**src/rtl/kirby_pkg.sv**
```systemverilog
// Shared types and constants for the Kirby animation controller.
package kirby_pkg;

  typedef enum logic [1:0] {
    ST_IDLE   = 2'd0,
    ST_WALK   = 2'd1,
    ST_FLOAT  = 2'd2,
    ST_INHALE = 2'd3
  } anim_state_t;

  localparam logic [7:0] KEY_W = 8'h1A;
  localparam logic [7:0] KEY_A = 8'h04;
  localparam logic [7:0] KEY_D = 8'h07;
  localparam logic [7:0] KEY_J = 8'h0D;

  // Hitbox extents packed as {L, R, U, B}; element [3] is L.
  typedef logic [3:0][9:0] extent_t;

  // Indexed by frame = {anim_state, sf}.
  localparam extent_t EXTENT_TABLE [8] = '{
    {10'd14, 10'd14, 10'd14, 10'd14},
    {10'd14, 10'd14, 10'd14, 10'd14},
    {10'd14, 10'd14, 10'd14, 10'd14},
    {10'd14, 10'd14, 10'd14, 10'd14},
    {10'd16, 10'd16, 10'd16, 10'd16},
    {10'd16, 10'd16, 10'd16, 10'd16},
    {10'd12, 10'd18, 10'd14, 10'd14},
    {10'd12, 10'd20, 10'd14, 10'd14}
  };

endpackage

```
**src/rtl/kirby_anim_if.sv**
```systemverilog
// Key/pixel inputs and animation/sprite outputs of the Kirby animation controller.
interface kirby_anim_if;
  logic [7:0]  keycode;
  logic [9:0]  DrawX, DrawY, KirbyX, KirbyY;
  logic [9:0]  Left_Dis, Right_Dis, Up_Dis, Bottom_Dis;
  logic [1:0]  anim_state;
  logic        facing_left;
  logic [12:0] sprite_addr;
  logic        sprite_valid;

  modport master (
    output keycode, DrawX, DrawY, KirbyX, KirbyY,
    input  Left_Dis, Right_Dis, Up_Dis, Bottom_Dis, anim_state, facing_left,
           sprite_addr, sprite_valid
  );

  modport slave (
    input  keycode, DrawX, DrawY, KirbyX, KirbyY,
    output Left_Dis, Right_Dis, Up_Dis, Bottom_Dis, anim_state, facing_left,
           sprite_addr, sprite_valid
  );
endinterface

```
**src/rtl/kirby_frame_tick.sv**
```systemverilog
// Synchronises the asynchronous frame_clk level and emits a one-Clk pulse per rising edge.
module kirby_frame_tick (
  input  logic Clk,
  input  logic Reset_n,
  input  logic frame_clk,
  output logic tick
);

  logic sync1_q, sync1_d;
  logic sync2_q, sync2_d;
  logic prev_q, prev_d;

  always_comb begin
    sync1_d = frame_clk;
    sync2_d = sync1_q;
    prev_d  = sync2_q;
  end

  always_ff @(posedge Clk or negedge Reset_n) begin
    if (!Reset_n) begin
      sync1_q <= 1'b0;
      sync2_q <= 1'b0;
      prev_q  <= 1'b0;
    end else begin
      sync1_q <= sync1_d;
      sync2_q <= sync2_d;
      prev_q  <= prev_d;
    end
  end

  assign tick = sync2_q & ~prev_q;

endmodule

```
**src/rtl/kirby_anim.sv**
```systemverilog
// Kirby sprite animation FSM, hitbox extents and sprite-ROM address generation.
// Optional KIRBY_ANIM_MIRROR_EN: mirror sprite columns and swap L/R extents when facing left.
module kirby_anim
  import kirby_pkg::*;
#(
  parameter int         FRAME_DIV     = 8,
  parameter int         INHALE_FRAMES = 30,
  parameter logic [7:0] KEY_UP        = KEY_W,
  parameter logic [7:0] KEY_LEFT      = KEY_A,
  parameter logic [7:0] KEY_RIGHT     = KEY_D,
  parameter logic [7:0] KEY_INHALE    = KEY_J
) (
  input  logic         Clk,
  input  logic         Reset_n,
  input  logic         frame_clk,
  kirby_anim_if.slave  bus
);

  logic        tick;
  anim_state_t state_q, state_d, key_state;
  logic        facing_q, facing_d;
  logic        lock_q, lock_d;
  logic [7:0]  inhale_cnt_q, inhale_cnt_d;
  logic [7:0]  sub_cnt_q, sub_cnt_d;
  logic        sf_q, sf_d;
  extent_t     dis_q, dis_d;
  logic [12:0] addr_q, addr_d;
  logic        valid_q, valid_d;
  logic [2:0]  frame;
  logic [9:0]  dx, dy;
  logic [4:0]  col;

  kirby_frame_tick u_frame_tick (
    .Clk       (Clk),
    .Reset_n   (Reset_n),
    .frame_clk (frame_clk),
    .tick      (tick)
  );

  // A held inhale key after an inhale finishes must not re-trigger until released.
  always_comb begin
    key_state = ST_IDLE;
    if (bus.keycode == KEY_INHALE)
      key_state = lock_q ? ST_IDLE : ST_INHALE;
    else if (bus.keycode == KEY_UP)
      key_state = ST_FLOAT;
    else if (bus.keycode == KEY_LEFT || bus.keycode == KEY_RIGHT)
      key_state = ST_WALK;
  end

  always_comb begin
    state_d      = state_q;
    facing_d     = facing_q;
    lock_d       = lock_q;
    inhale_cnt_d = inhale_cnt_q;
    sub_cnt_d    = sub_cnt_q;
    sf_d         = sf_q;
    if (tick) begin
      if (state_q == ST_INHALE) begin
        if (inhale_cnt_q == 8'd0) begin
          state_d = (bus.keycode == KEY_INHALE) ? ST_IDLE : key_state;
          lock_d  = (bus.keycode == KEY_INHALE);
        end else begin
          inhale_cnt_d = inhale_cnt_q - 8'd1;
          if (bus.keycode != KEY_INHALE) lock_d = 1'b0;
        end
      end else begin
        state_d = key_state;
        if (key_state == ST_INHALE) inhale_cnt_d = 8'(INHALE_FRAMES - 1);
        if (bus.keycode != KEY_INHALE) lock_d = 1'b0;
        if (bus.keycode == KEY_LEFT)       facing_d = 1'b1;
        else if (bus.keycode == KEY_RIGHT) facing_d = 1'b0;
      end
      if (state_d != state_q) begin
        sub_cnt_d = 8'd0;
        sf_d      = 1'b0;
      end else if (sub_cnt_q == 8'(FRAME_DIV - 1)) begin
        sub_cnt_d = 8'd0;
        sf_d      = ~sf_q;
      end else begin
        sub_cnt_d = sub_cnt_q + 8'd1;
      end
    end
  end

  assign frame = {state_q, sf_q};
  assign dx    = bus.DrawX - bus.KirbyX + 10'd16;
  assign dy    = bus.DrawY - bus.KirbyY + 10'd16;

  always_comb begin
    dis_d   = EXTENT_TABLE[frame];
    col     = dx[4:0];
`ifdef KIRBY_ANIM_MIRROR_EN
    if (facing_q) begin
      dis_d[3] = EXTENT_TABLE[frame][2];
      dis_d[2] = EXTENT_TABLE[frame][3];
      col      = 5'd31 - dx[4:0];
    end
`endif
    valid_d = (dx < 10'd32) && (dy < 10'd32);
    addr_d  = valid_d ? {frame, dy[4:0], col} : 13'd0;
  end

  always_ff @(posedge Clk or negedge Reset_n) begin
    if (!Reset_n) begin
      state_q      <= ST_IDLE;
      facing_q     <= 1'b0;
      lock_q       <= 1'b0;
      inhale_cnt_q <= 8'd0;
      sub_cnt_q    <= 8'd0;
      sf_q         <= 1'b0;
      dis_q        <= {10'd14, 10'd14, 10'd14, 10'd14};
      addr_q       <= 13'd0;
      valid_q      <= 1'b0;
    end else begin
      state_q      <= state_d;
      facing_q     <= facing_d;
      lock_q       <= lock_d;
      inhale_cnt_q <= inhale_cnt_d;
      sub_cnt_q    <= sub_cnt_d;
      sf_q         <= sf_d;
      dis_q        <= dis_d;
      addr_q       <= addr_d;
      valid_q      <= valid_d;
    end
  end

  assign bus.anim_state   = state_q;
  assign bus.facing_left  = facing_q;
  assign bus.Left_Dis     = dis_q[3];
  assign bus.Right_Dis    = dis_q[2];
  assign bus.Up_Dis       = dis_q[1];
  assign bus.Bottom_Dis   = dis_q[0];
  assign bus.sprite_addr  = addr_q;
  assign bus.sprite_valid = valid_q;

endmodule

```
**src/flat_wrapper.sv**
```systemverilog
// flat-port wrapper written by rule: the top's interface ports become plain ports
module kirby_anim_flat import kirby_pkg::*;
#(
  parameter int         FRAME_DIV     = 8,
  parameter int         INHALE_FRAMES = 30,
  parameter logic [7:0] KEY_UP        = KEY_W,
  parameter logic [7:0] KEY_LEFT      = KEY_A,
  parameter logic [7:0] KEY_RIGHT     = KEY_D,
  parameter logic [7:0] KEY_INHALE    = KEY_J
)
  (Clk, Reset_n, frame_clk, bus_keycode, bus_DrawX, bus_DrawY, bus_KirbyX, bus_KirbyY, bus_Left_Dis, bus_Right_Dis, bus_Up_Dis, bus_Bottom_Dis, bus_anim_state, bus_facing_left, bus_sprite_addr, bus_sprite_valid);
  kirby_anim_if bus_i ();
  input  logic Clk;
  input  logic Reset_n;
  input  logic frame_clk;
  input wire logic [$bits(bus_i.keycode)-1:0] bus_keycode;
  input wire logic [$bits(bus_i.DrawX)-1:0] bus_DrawX;
  input wire logic [$bits(bus_i.DrawY)-1:0] bus_DrawY;
  input wire logic [$bits(bus_i.KirbyX)-1:0] bus_KirbyX;
  input wire logic [$bits(bus_i.KirbyY)-1:0] bus_KirbyY;
  output wire logic [$bits(bus_i.Left_Dis)-1:0] bus_Left_Dis;
  output wire logic [$bits(bus_i.Right_Dis)-1:0] bus_Right_Dis;
  output wire logic [$bits(bus_i.Up_Dis)-1:0] bus_Up_Dis;
  output wire logic [$bits(bus_i.Bottom_Dis)-1:0] bus_Bottom_Dis;
  output wire logic [$bits(bus_i.anim_state)-1:0] bus_anim_state;
  output wire logic [$bits(bus_i.facing_left)-1:0] bus_facing_left;
  output wire logic [$bits(bus_i.sprite_addr)-1:0] bus_sprite_addr;
  output wire logic [$bits(bus_i.sprite_valid)-1:0] bus_sprite_valid;
  assign bus_i.keycode = bus_keycode;
  assign bus_i.DrawX = bus_DrawX;
  assign bus_i.DrawY = bus_DrawY;
  assign bus_i.KirbyX = bus_KirbyX;
  assign bus_i.KirbyY = bus_KirbyY;
  assign bus_Left_Dis = bus_i.Left_Dis;
  assign bus_Right_Dis = bus_i.Right_Dis;
  assign bus_Up_Dis = bus_i.Up_Dis;
  assign bus_Bottom_Dis = bus_i.Bottom_Dis;
  assign bus_anim_state = bus_i.anim_state;
  assign bus_facing_left = bus_i.facing_left;
  assign bus_sprite_addr = bus_i.sprite_addr;
  assign bus_sprite_valid = bus_i.sprite_valid;
  kirby_anim #(.FRAME_DIV(FRAME_DIV), .INHALE_FRAMES(INHALE_FRAMES), .KEY_UP(KEY_UP), .KEY_LEFT(KEY_LEFT), .KEY_RIGHT(KEY_RIGHT), .KEY_INHALE(KEY_INHALE)) u_core (.Clk(Clk), .Reset_n(Reset_n), .frame_clk(frame_clk), .bus(bus_i));
endmodule
```
**config.mk**
```make
export PLATFORM = sky130hd
export DESIGN_NAME = kirby_anim_flat
export DESIGN_NICKNAME = d
export VERILOG_FILES = /design/src/rtl/kirby_pkg.sv /design/src/rtl/kirby_anim_if.sv /design/src/rtl/kirby_frame_tick.sv /design/src/rtl/kirby_anim.sv /design/src/flat_wrapper.sv
export SDC_FILE = /design/constraint.sdc
export NUM_CORES = 1
export LEC_CHECK = 0
export BUFFER_PORTS_ARGS = -buffer_cell sky130_fd_sc_hd__buf_4
export CAP_MARGIN = 10
export CORE_MARGIN = 5
export CORE_UTILIZATION = 45
export CTS_CLUSTER_DIAMETER = 40
export DETAILED_ROUTE_END_ITERATION = 10
export GPL_ROUTABILITY_DRIVEN = 0
export GPL_TIMING_DRIVEN = 1
export PLACE_DENSITY = 0.75
export SETUP_SLACK_MARGIN = 0.5
export SYNTH_ARGS = -nofsm -noshare
export SYNTH_HDL_FRONTEND = slang
export SYNTH_HIERARCHICAL = 1
export SYNTH_SLANG_ARGS = --single-unit
```
**constraint.sdc**
```tcl
create_clock -name Clk -period 2.1 [get_ports Clk]
set_input_delay 0.105 -clock Clk [delete_from_list [all_inputs] [get_ports Clk]]
set_output_delay 0.105 -clock Clk [all_outputs]
set_load 0.02 [all_outputs]
```
; Yosys cells after proc, flatten, opt, wreduce, memory -nomap -nowiden
; Memory sizes are Yosys's and may differ from the RTL's. A register that Yosys moved wholly into a read port is not among the register bits.
; Index checks and enable logic that the tools add are counted.
[totals]
mem_bits_ro = 320
input_bits = 51
memories = 1
out_inout_bits = 57
ff_bits = 38
[classes]
eq_ne = 10
mux = 21
n_lt_le_gt_ge = 2
n_bitwise = 5
n_addsub = 6
reduce_logical = 10
[memory_table]
columns = name, depth, word_bits, read_ports, rd_ports_with_merged_regs, write_ports, line_no
row1 = (no name shown), 8, 40, 1, 1, 0, kirby_anim.sv:91  ; dis_d = EXTENT_TABLE[frame];
[op_table]
columns = op, count
row1 = two-way mux 8 bit, 5
row2 = equality test 8 x 3 -> 1 bit (second input constant), 3
row3 = adder 10 x 5 -> 10 bit (second input constant), 2
row4 = less-than comparator 10 x 6 -> 1 bit (second input constant), 2
row5 = subtractor 10 bit, 2
row6 = two-way mux 2 bit, 7
row7 = two-way mux 13 bit, 1
row8 = adder 8 x 1 -> 8 bit (second input constant), 1
row9 = equality test 8 x 4 -> 1 bit (second input constant), 1
row10 = equality test 8 x 5 -> 1 bit (second input constant), 1
row11 = logical NOT 8 bit, 1
row12 = two-way mux 1 bit, 8
row13 = != test 8 x 4 -> 1 bit (second input constant), 1
row14 = subtractor 8 x 1 -> 8 bit (second input constant), 1
row15 = AND reduction 3 bit, 2
row16 = nonzero test 2 bit, 3
row17 = equality test 2 bit (second input constant), 2
row18 = NOT 3 -> 4 bit, 1
row19 = NOT 1 bit, 3
row20 = != test 2 bit, 1
row21 = != test 2 bit (second input constant), 1
row22 = AND reduction 2 bit, 1
row23 = AND 1 bit, 1
row24 = logical AND 1 bit, 1
row25 = other kinds (2), 2

; Logic depth before layout (Yosys ltp)
[logic_depth]
ltp_word = 12
depth_mapped = 13
mapped_depth_nobuf = 12

; Hierarchy
; Netlist, hierarchy kept.
[modules_own_cells]
columns = module, n_inst, cells_each, area_per_inst_um2
row1 = kirby_anim, 1, 350, 3189.3
row2 = kirby_frame_tick, 1, 4, 88.8

; Worst setup path after synthesis
; OpenSTA, ideal clock, no wires.
[synth_timing]
path_type = input to register
from = in bus_KirbyX[1]
to = reg u_core.addr_q[4], in the netlist u_core/bus.sprite_addr[4]
setup_slack_ps = -305
path_stages = 12
arrival_ps = 2318
required_ps = 2014
setup_time_ps = 86
path_buffers = 1
cell_sequence = inv_1 ha_1 ha_1 inv_1 fa_1 nor2b_1 o22ai_1 xnor2_1 a2111oi_0 o2111ai_1 clkbuf_1 nor3_1
[synth_via]
elab_chain_cells = 5
[synth_rtl]
columns = item, line_no
row1 = "start, declared", flat_wrapper.sv:19  ; input wire logic [$bits(bus_i.KirbyX)-1:0] bus_KirbyX;
row2 = subtractor 10 bit (*), kirby_anim.sv:87  ; assign dx = bus.DrawX - bus.KirbyX + 10'd16;
row3 = adder 10 x 5 -> 10 bit (*), kirby_anim.sv:87
row4 = less-than comparator 10 x 6 -> 1 bit, kirby_anim.sv:100  ; valid_d = (dx < 10'd32) && (dy < 10'd32);
row5 = logical AND 1 bit, kirby_anim.sv:100
row6 = two-way mux 13 bit (*), kirby_anim.sv:101  ; addr_d = valid_d ? {frame, dy[4:0], col} : 13'd0;
row7 = via u_core.addr_d[4], kirby_anim.sv:27  ; logic [12:0] addr_q, addr_d;
row8 = "end signal, assigned", kirby_anim.sv:123  ; addr_q <= addr_d;
row9 = "end, declared", kirby_anim.sv:27
; The timed path passes the listed nets; every way through them passes the cells marked *.
; A chain may end at the register's enable or synchronous reset.

; Final worst setup path
[layout_timing]
from = reg u_core.inhale_cnt_q[6]
to = reg u_core.sub_cnt_q[2]
[layout_via]
elab_chain_cells = 6
[layout_rtl]
columns = item, line_no
row1 = "start, declared", kirby_anim.sv:23  ; logic [7:0] inhale_cnt_q, inhale_cnt_d;
row2 = "start signal, assigned", kirby_anim.sv:119  ; inhale_cnt_q <= inhale_cnt_d;
row3 = logical NOT 8 bit, kirby_anim.sv:60  ; if (inhale_cnt_q == 8'd0) begin
row4 = two-way mux 2 bit, kirby_anim.sv:60
row5 = two-way mux 2 bit, kirby_anim.sv:59  ; if (state_q == ST_INHALE) begin
row6 = two-way mux 2 bit, kirby_anim.sv:58  ; if (tick) begin
row7 = != test 2 bit, kirby_anim.sv:74  ; if (state_d != state_q) begin
row8 = two-way mux 8 bit, kirby_anim.sv:74
row9 = "end signal, assigned", kirby_anim.sv:120  ; sub_cnt_q <= sub_cnt_d;
row10 = "end, declared", kirby_anim.sv:24  ; logic [7:0] sub_cnt_q, sub_cnt_d;
; Every way passes these cells. The select of a mux whose other input is x is not followed.

==> results.cfg <==
[synthesis]
synth-seq-cells = 44
synth-main-ff-cell = dfrtp_1
synth.most_common_cell = inv_1
synth_commonest_cells = inv_1, dfrtp_1, ha_1
yosys.area_share.simple_pct = 18.1
ys_warn_count = 6
postSynthCellCount = 354
synthXorXnorAreaFrac_pct = 5.34
synth.area.mux_share_pct = 0.458
ys_async_sr_fraction_pct = 100
synth.top_cell.area_share_pct = 30.5
yosys-top-cells-area = dfrtp_1, ha_1, buf_4, inv_1, dfstp_2
ys_types = 56
ys_seq_area_share_pct = 33.7
syn_area_um2 = 3280
syn_avg_cell_area_um2 = 9.26
synth-edff-count = 0
synth_compound_area_share_pct = 13.0
synth_top_family_by_area = simple AND/OR/NAND/NOR gates
synthAdderAreaFrac_pct = 15.0
synth_area_leader_cell = dfrtp_1

[sta]
finalHoldViolations = 0
skew_ns = 0.00822
fin_ws_ns = -0.0459
slew_violations = 0
fin_crit_ns = 2.15
finalCritPeriodShare_pct = 102
rsz0062_at_grt = yes
tightest_slew_ns = 0.587
setup_viol = 9
fmax_ghz = 0.466
relSlewSlack_pct = 60.7

[clock_network]
clockBufferDepth = 2
cts_tree = yes
cts_root_buffer = clkbuf_8
clk_latency_ns = 0.30
h-tree-depth = 2
path_clk_slew_ns = 0.09
cts_num_sinks = 44
cts_buffers = 5

[routing]
routedWlPerCell_um = 14.4
first_pass_iters = 4
vias = 2844
routed_wl_um = 8310
routed_via_density = 4.91
remaining_drc_errors = 0
dr.first_iter.drc_count = 87
detail-route-antenna-nets = 0

[critical_path]
crit_arrival_ns = 2.39
crit_slowest_cell = or4_4
max_stage_delay_ns = 0.57
path_max_fanout = 3
path_delay_family = simple AND/OR/NAND/NOR gates
crit_buf_inv = 0
cp.required_ns = 2.34
r2r-end = u_core/sub_cnt_q[2]$_DFFE_PN0P_
endpoint_kind = flip-flop
crit_chain = or4_4 > o311a_4 > nor3_4 > a21oi_4 > nor4bb_1 > a21o_1
rrSetupSlack_ns = -0.05
r2r_start = u_core/inhale_cnt_q[6]$_DFFE_PN0P_
crit_path_start_kind = flip-flop
critPathKind = reg -> reg
ff2ff_path_depth = 6

[pwr]
switching_share_pct = 40.6
p_per_area_nw_per_um2 = 773
ir_worst_vdd_mv = 0.283
power_switching_mw = 1.54
p_comb_share_pct = 53.8
power.leakage_nw = 2.35
p_int_mw = 2.25
pwr-share-clk_pct = 14.1
power_frac_seq_pct = 32.1

[global_routing]
antenna_found_initial = 0
track_usage_pct = 17.8
grt_max_degree = 45
grt_pass1_vias = 2884
grt_first_pass_wirelength_um = 12800
grt-ovfl-total = 0

[placement]
portBuffers = 83
place_ws_ns = -0.375
hpwl_um = 6100
dpl_cell_area_um2 = 4280

[floorplanning]
rows = 31
dieArea_um2 = 9090
initial_core_util_pct = 45.7
core_area_um2 = 7180
fp.dieW_um = 95.4
die_y_um = 95.4
io_pins = 108

[layout]
area_delta_synth_final_pct = 49.9
drive_gt1_share_pct = 49.4
final_area_um2 = 4910
n_antenna_cell = 0
final_nets = 568

[outcome]
status = finished, violations left
violations = setup timing

[min_path]
holdPathEnd = u_core/bus.facing_left$_DFFE_PN0P_
worstHoldPathCells = 2
hp-class = in -> reg
min-delay-start = bus_keycode[1]

[job]
cap_viol_max_count = 0
[registers in the layout, summed over array words and instances (netlist names), 2 cells and up]
name                    count
u_core/bus.sprite_addr     13
u_core/inhale_cnt_q         8
u_core/sub_cnt_q            8
u_core/bus.Right_Dis        3
u_core/bus.Left_Dis         2
u_core/bus.anim_state       2
[power groups by stage]
| stage | Combinational (mW) | Clock, mW | Sequential, mW |
|---|---|---|---|
| global route | 2.22 | 0.587 | 1.24 |
| global placement | 1.57 | 0 | 1.20 |
| detailed placement | 1.63 | 0 | 1.21 |
| floorplan | 1.09 | 0 | 1.24 |
| finish | 2.04 | 0.534 | 1.22 |
| CTS | 1.82 | 0.542 | 1.20 |
[metrics by stage]
| stage | setup TNS, ns | cells | hold slack [ns] | utilization, % | power [mW] |
|---|---|---|---|---|---|
| finish | -0.138 | 579 | 0.0373 | 68.5 | 3.80 |
| global route | -1.57 | 579 | 0.0339 | 68.5 | 4.05 |
| CTS | -0.0178 | 570 | 0.0356 | 64.9 | 3.56 |
| detailed placement | -5.28 | 553 | 0.129 | 59.7 | 2.84 |
| global placement | -4.06 | 553 | 0.128 | 59.7 | 2.77 |
| floorplan | -0.509 | 377 | -0.191 | - | 2.33 |
[cell usage in the layout, fill, tap and decap left out, types with 3 or more instances in the layout]
cell type / synthesis / routed
buf_4: 35 / 121
dfrtp_1: 40 / 39
inv_1: 44 / 36
ha_1: 36 / 27
conb_1: 1 / 24
nor2_1: 20 / 17
nand2_1: 14 / 12
o21ai_0: 17 / 12
buf_6: 2 / 11
xnor2_1: 12 / 10
a21oi_2: 0 / 8
xor2_1: 8 / 8
nor3_2: 0 / 8
ha_4: 0 / 8
inv_2: 0 / 6
nand3_1: 6 / 6
nor3_4: 1 / 6
clkbuf_8: 0 / 5
a21oi_1: 14 / 5
o21ai_2: 0 / 5
a21o_1: 5 / 5
nor3_1: 18 / 5
nand4_1: 4 / 4
dfstp_2: 4 / 4
o211ai_1: 3 / 3
nor2b_4: 1 / 3
and3_1: 3 / 3
nor4_1: 5 / 3
nor4b_2: 1 / 3
o22ai_2: 0 / 3
nor3b_2: 0 / 3
nand2b_1: 5 / 3
[how the worst max path moves through the flow]
stage,startpoint,endpoint,depth (start not counted)
detailed placement,bus_KirbyY[1],u_core/bus.sprite_addr[3]$_DFF_PN0_,13
floorplan,bus_KirbyY[1],u_core/bus.sprite_addr[0]$_DFF_PN0_,12
finish,u_core/inhale_cnt_q[6]$_DFFE_PN0P_,u_core/sub_cnt_q[2]$_DFFE_PN0P_,6
CTS,u_core/inhale_cnt_q[6]$_DFFE_PN0P_,u_core/sub_cnt_q[2]$_DFFE_PN0P_,6
global route,u_core/inhale_cnt_q[6]$_DFFE_PN0P_,u_core/sub_cnt_q[2]$_DFFE_PN0P_,6
global placement,bus_KirbyY[1],u_core/bus.sprite_addr[1]$_DFF_PN0_,13
[per-layer routing]
metal	track usage, %	vias to the layer above	part of all wire, %
met2	31.8	72	54
met5	0	-	0
met3	3.95	14	5.4
met1	21.0	1341	39
met4	6.01	0	1.6
li1	-	1417	-
[cell type report]
class	instances	area (µm²)
multi-input combinational	248	2330
fill	544	2260
sequential	44	1110
timing repair buffer	136	1090
inverter	44	180
tap	99	124
clock buffer	6	72.6
clock inverter	2	16.3
[worst register-to-register path: stages (launching register included)]
cell and delay (ns):
dfrtp_1 0.39, or4_4 0.57, o311a_4 0.35, nor3_4 0.25
a21oi_4 0.11, nor4bb_1 0.31, a21o_1 0.12
[cells by family (layout without fill, tap and decap cells)]
group / count (synthesis) / in the layout
flip-flops: 44 / 44
XOR/XNOR: 20 / 20
multiplexers: 1 / 1
buffers and inverters: 85 / 188
AO/OA/AOI/OAI: 65 / 65
other: 1 / 24
adder cells (fa/ha/maj): 38 / 38
AND/OR/NAND/NOR: 100 / 100
[timing repair]
action / in CTS / in global routing
gates resized for setup: 37 / 39
pin swaps: 7 / 13
hold buffers: 2 / 0
endpoints found under the setup margin: 33 / 35
endpoints found under the hold margin: 41 / 0
setup buffers: 7 / 9
Note: power is estimated with default switching activity, not from simulation.
